==> src/rtl/temp_fifo.sv <==
// temp_fifo: DEPTH-entry first-word-fall-through buffer for temporary operands.
// Ports:
//   clk, rst_n          clock, asynchronous active-low reset
//   reg_wr, reg_rd      push temp_in / pop head this cycle
//   flush               synchronous clear of contents and error flags
//   temp_in             data to push
//   temp_out            head entry, 0 when empty
//   full, empty, count  occupancy status
//   ovf, udf            sticky overflow / underflow flags
module temp_fifo #(
  parameter int unsigned WIDTH = 16,
  parameter int unsigned DEPTH = 4,
  localparam int unsigned AW = $clog2(DEPTH)
) (
  input  logic             clk,
  input  logic             rst_n,
  input  logic             reg_wr,
  input  logic             reg_rd,
  input  logic             flush,
  input  logic [WIDTH-1:0] temp_in,
  output logic [WIDTH-1:0] temp_out,
  output logic             full,
  output logic             empty,
  output logic [AW:0]      count,
  output logic             ovf,
  output logic             udf
);

  localparam logic [AW:0] FULL_CNT = (AW+1)'(DEPTH);

  logic [WIDTH-1:0] mem [DEPTH];
  logic [AW-1:0]    wp;
  logic [AW-1:0]    rp;
  logic             push_ok;
  logic             pop_ok;

  // Status decode from the registered count
  assign empty = (count == '0);
  assign full  = (count == FULL_CNT);

  // A full buffer still accepts a push when the head is popped in the same cycle
  assign push_ok = reg_wr & (~full | reg_rd);
  assign pop_ok  = reg_rd & ~empty;

  // First-word fall-through head, driven only from registered state
  assign temp_out = empty ? '0 : mem[rp];

  // Storage array; contents are not reset
  always_ff @(posedge clk) begin
    if (!flush && push_ok) begin
      mem[wp] <= temp_in;
    end
  end

  // Pointers, occupancy and sticky error flags
  always_ff @(posedge clk or negedge rst_n) begin
    if (!rst_n) begin
      wp    <= '0;
      rp    <= '0;
      count <= '0;
      ovf   <= 1'b0;
      udf   <= 1'b0;
    end else if (flush) begin
      wp    <= '0;
      rp    <= '0;
      count <= '0;
      ovf   <= 1'b0;
      udf   <= 1'b0;
    end else begin
      if (push_ok) begin
        wp <= wp + AW'(1);
      end
      if (pop_ok) begin
        rp <= rp + AW'(1);
      end
      if (push_ok && !pop_ok) begin
        count <= count + (AW+1)'(1);
      end else if (pop_ok && !push_ok) begin
        count <= count - (AW+1)'(1);
      end
      if (reg_wr && full && !reg_rd) begin
        ovf <= 1'b1;
      end
      if (reg_rd && empty) begin
        udf <= 1'b1;
      end
    end
  end

endmodule

==> config.mk <==
export PLATFORM = sky130hd
export DESIGN_NAME = temp_fifo
export DESIGN_NICKNAME = d
export VERILOG_FILES = /design/src/rtl/temp_fifo.sv
export SDC_FILE = /design/constraint.sdc
export NUM_CORES = 1
export LEC_CHECK = 0
export BUFFER_PORTS_ARGS = -buffer_cell sky130_fd_sc_hd__buf_2
export CAP_MARGIN = 20
export CORE_ASPECT_RATIO = 1.5
export CORE_MARGIN = 4
export CORE_UTILIZATION = 47
export DETAILED_ROUTE_END_ITERATION = 8
export PLACE_DENSITY = 0.78
export SLEW_MARGIN = 25
export SYNTH_ARGS = -nofsm -noshare
export SYNTH_HDL_FRONTEND = slang
export SYNTH_SLANG_ARGS = --single-unit
==> constraint.sdc <==
create_clock -name clk -period 3.1 [get_ports clk]
set_input_delay 0.465 -clock clk [delete_from_list [all_inputs] [get_ports clk]]
set_output_delay 0.465 -clock clk [all_outputs]
set_load 0.01 [all_outputs]
==> flow_summary.ini <==
[sta]
rsz0062_at_grt = no
finalSetupViolations = 0
fin_setup_tns_ns = 0
hold_viol = 0
tightestPinTransition_ns = 0.7818
period_share_pct = 82.11
hold_ws_ns = 0.3400
period_minus_slack_ns = 2.545
slew_viol_final = 0
clock_skew_ns = 0.008020
slew_headroom_pct = 47.88
clock.fmax_mhz = 392.9

[synth]
async_flop_share_pct = 12.33
ys_warn_count = 0
synthCells = 170
yosys.area.top_type = edfxtp_1
synth_edf_count = 64
synth-seq-cells = 73
synth_area_um2 = 3082
ys.flop_type = edfxtp_1
ys_seq_area_share_pct = 69.67
synth_nets = 196
synth_most_common_cell = edfxtp_1
post_synth.cell_area_avg_um2 = 18.13
ys_types = 36
synth_area_leaders = edfxtp_1, mux4_2, dfrtp_1
yosys-top-cells-count = edfxtp_1, mux4_2, nor2_1
synth_top_area_share_pct = 62.36

[clock_tree]
htreeDepth = 3
insertion_delay_ns = 0.33
numClockSinks = 73
cts_made_buffers = 9
cts_tree = done
path_clk_slew_ns = 0.07
cts-root-buf = clkbuf_8
cts_buffer_depth = 2

[floorplan]
core_um2 = 6262
ioPinCount = 44
row_count = 35
die_w_um = 74.12
die_area_um2 = 7943
start_util_pct = 49.21
die_h_um = 107.2

[worst_setup_path]
crit_path_end_kind = primary output
critPathMaxStageDelay_ns = 0.58
path_cells = buf_4 > mux4_2 > and2b_1 > buf_2
critPathKind = reg -> out
path_buf_inv = 2
critPathMaxFanout = 12
cp-start-kind = flip-flop
cp.arrival_ns = 2.08
crit_family = flip-flops
critPathSlowestCell = dfrtp_1
cp.required_ns = 2.63

[placed_design]
portBuffers = 43
placed_area_um2 = 3395
place.gp.congestion = 0.7143
dp.cells = 282
place_hpwl_mm = 3.445

[grt]
track_usage_pct = 14.42
grt_pass1_wl_mm = 8.280
globalRouteOverflowTotal = 0
antenna_found_initial = 0
grt_start_max_net_pins = 18
grt_pass1_vias = 1715

[min_path]
hold_class = in -> reg

[finish]
n_fill_cell = 467
design_area_um2 = 3616
drive_gt1_share_pct = 40.44
area_growth_pct = 17.34
layoutNonFillerInstCount = 299
fin_nets = 246
antennaDiodeCount = 0

[power]
leakagePower_uw = 0.001335
ir_drop_mv = 0.4705
power_uw = 2838
powerDensity_nw_per_um2 = 784.9

[route]
wire_per_inst_um = 16.79
routed_wl_mm = 5.020
drt-initial-drc-count = 92
drc = 0
vias_per_cell = 5.375
first_pass_iters = 4
detail-route-antenna-nets = 0
vias = 1607

[job]
max_cap_viol_count = 0

[outcome]
status = completed
[cell type report]
type / instances / area [µm²] / share of cell area, %
clock buffer: 11 / 131.4 / 3.633
clock inverter: 5 / 80.08 / 2.215
inverter: 5 / 18.77 / 0.5190
multi-input combinational: 81 / 875.8 / 24.22
sequential: 73 / 2147 / 59.38
tap: 74 / 92.59 / 2.561
timing repair buffer: 50 / 270.3 / 7.474
[power breakdown]
| group | internal [µW] | switching (µW) |
|---|---|---|
| combinational | 435 | 403 |
| clock | 452 | 321 |
| sequential | 1140 | 87.4 |
| total | 2030 | 812 |
[kinds of logic after synthesis]
logic type	Yosys count	synth area share (%)
adders and majority gates	5	2.274
AOI/OAI and AO/OA	11	3.085
DFF	73	69.67
buffers and inverters	16	2.720
muxes	20	13.24
and+or+nand+nor	42	8.161
xor gates and xnor gates	3	0.8528
[flip-flops by register name (all words and copies together), names as in the netlist]
| name | flops |
|---|---|
| mem | 64 |
| rp | 2 |
| ovf | 1 |
| count | 3 |
| udf | 1 |
| wp | 2 |
[through the flow]
step / utilization [%] / setup slack, ns
2_1_floorplan: - / 0.4292
3_3_place_gp: 54.21 / 0.8757
3_5_place_dp: 54.21 / 0.8602
4_1_cts: 57.74 / 0.4749
5_1_grt: 57.74 / 0.3634
6_report: 57.74 / 0.5547
[cells in the final DEF (no fill, tap or decap), types with 2 or more instances in the layout]
cell / Yosys / final
a31oi_1: 2 / 2
and2b_1: 8 / 8
buf_2: 3 / 43
buf_4: 3 / 6
bufinv_16: 0 / 2
clkbuf_1: 3 / 2
clkbuf_8: 0 / 9
clkinvlp_4: 0 / 2
dfrtp_1: 9 / 9
edfxtp_1: 64 / 64
ha_1: 4 / 4
inv_1: 5 / 5
mux2_2: 2 / 2
mux4_2: 16 / 16
nand2b_1: 3 / 3
nor2_1: 13 / 13
nor2b_1: 8 / 8
nor3b_2: 0 / 4
xor2_1: 2 / 2
[per-layer routing]
layer	wire (µm)	part of all wire (%)	up-vias	GRT usage (%)
met4	84	1.7	0	7.383
met3	199	4.0	6	3.752
met1	1927	38	815	16.21
met2	2808	56	34	24.56
li1	-	-	752	-
met5	0	0	-	0
[worst register-to-register path: stages, from the launching register on]
cell and delay (ns):
dfrtp_1 0.51, or3b_4 0.45, o21ai_0 0.56, nor3b_2 0.18, buf_4 0.25
[worst paths after layout]
check	end	slack, ns	depth (start not counted)	start
worst max register to register	mem[1][15]$_DFFE_PP_	0.89	4	count[2]$_DFFE_PN0P_
max in group asynchronous	rp[0]$_DFFE_PN0P_	2.41	2	rst_n
worst min-delay path	mem[2][15]$_DFFE_PP_	0.34	1	temp_in[15]
worst max-delay path	temp_out[0]	0.55	4	rp[0]$_DFFE_PN0P_
min in group asynchronous	rp[1]$_DFFE_PN0P_	0.50	2	rst_n
worst min register to register	udf$_DFFE_PN0P_	0.51	2	udf$_DFFE_PN0P_
[repair_timing]
item / in CTS / in global routing
hold endpoints to repair: 9 / 0
resized for setup: 0 / 0
hold buffers: 1 / 0
buffers inserted: 0 / 0
Note: power is estimated with default switching activity, not from simulation.
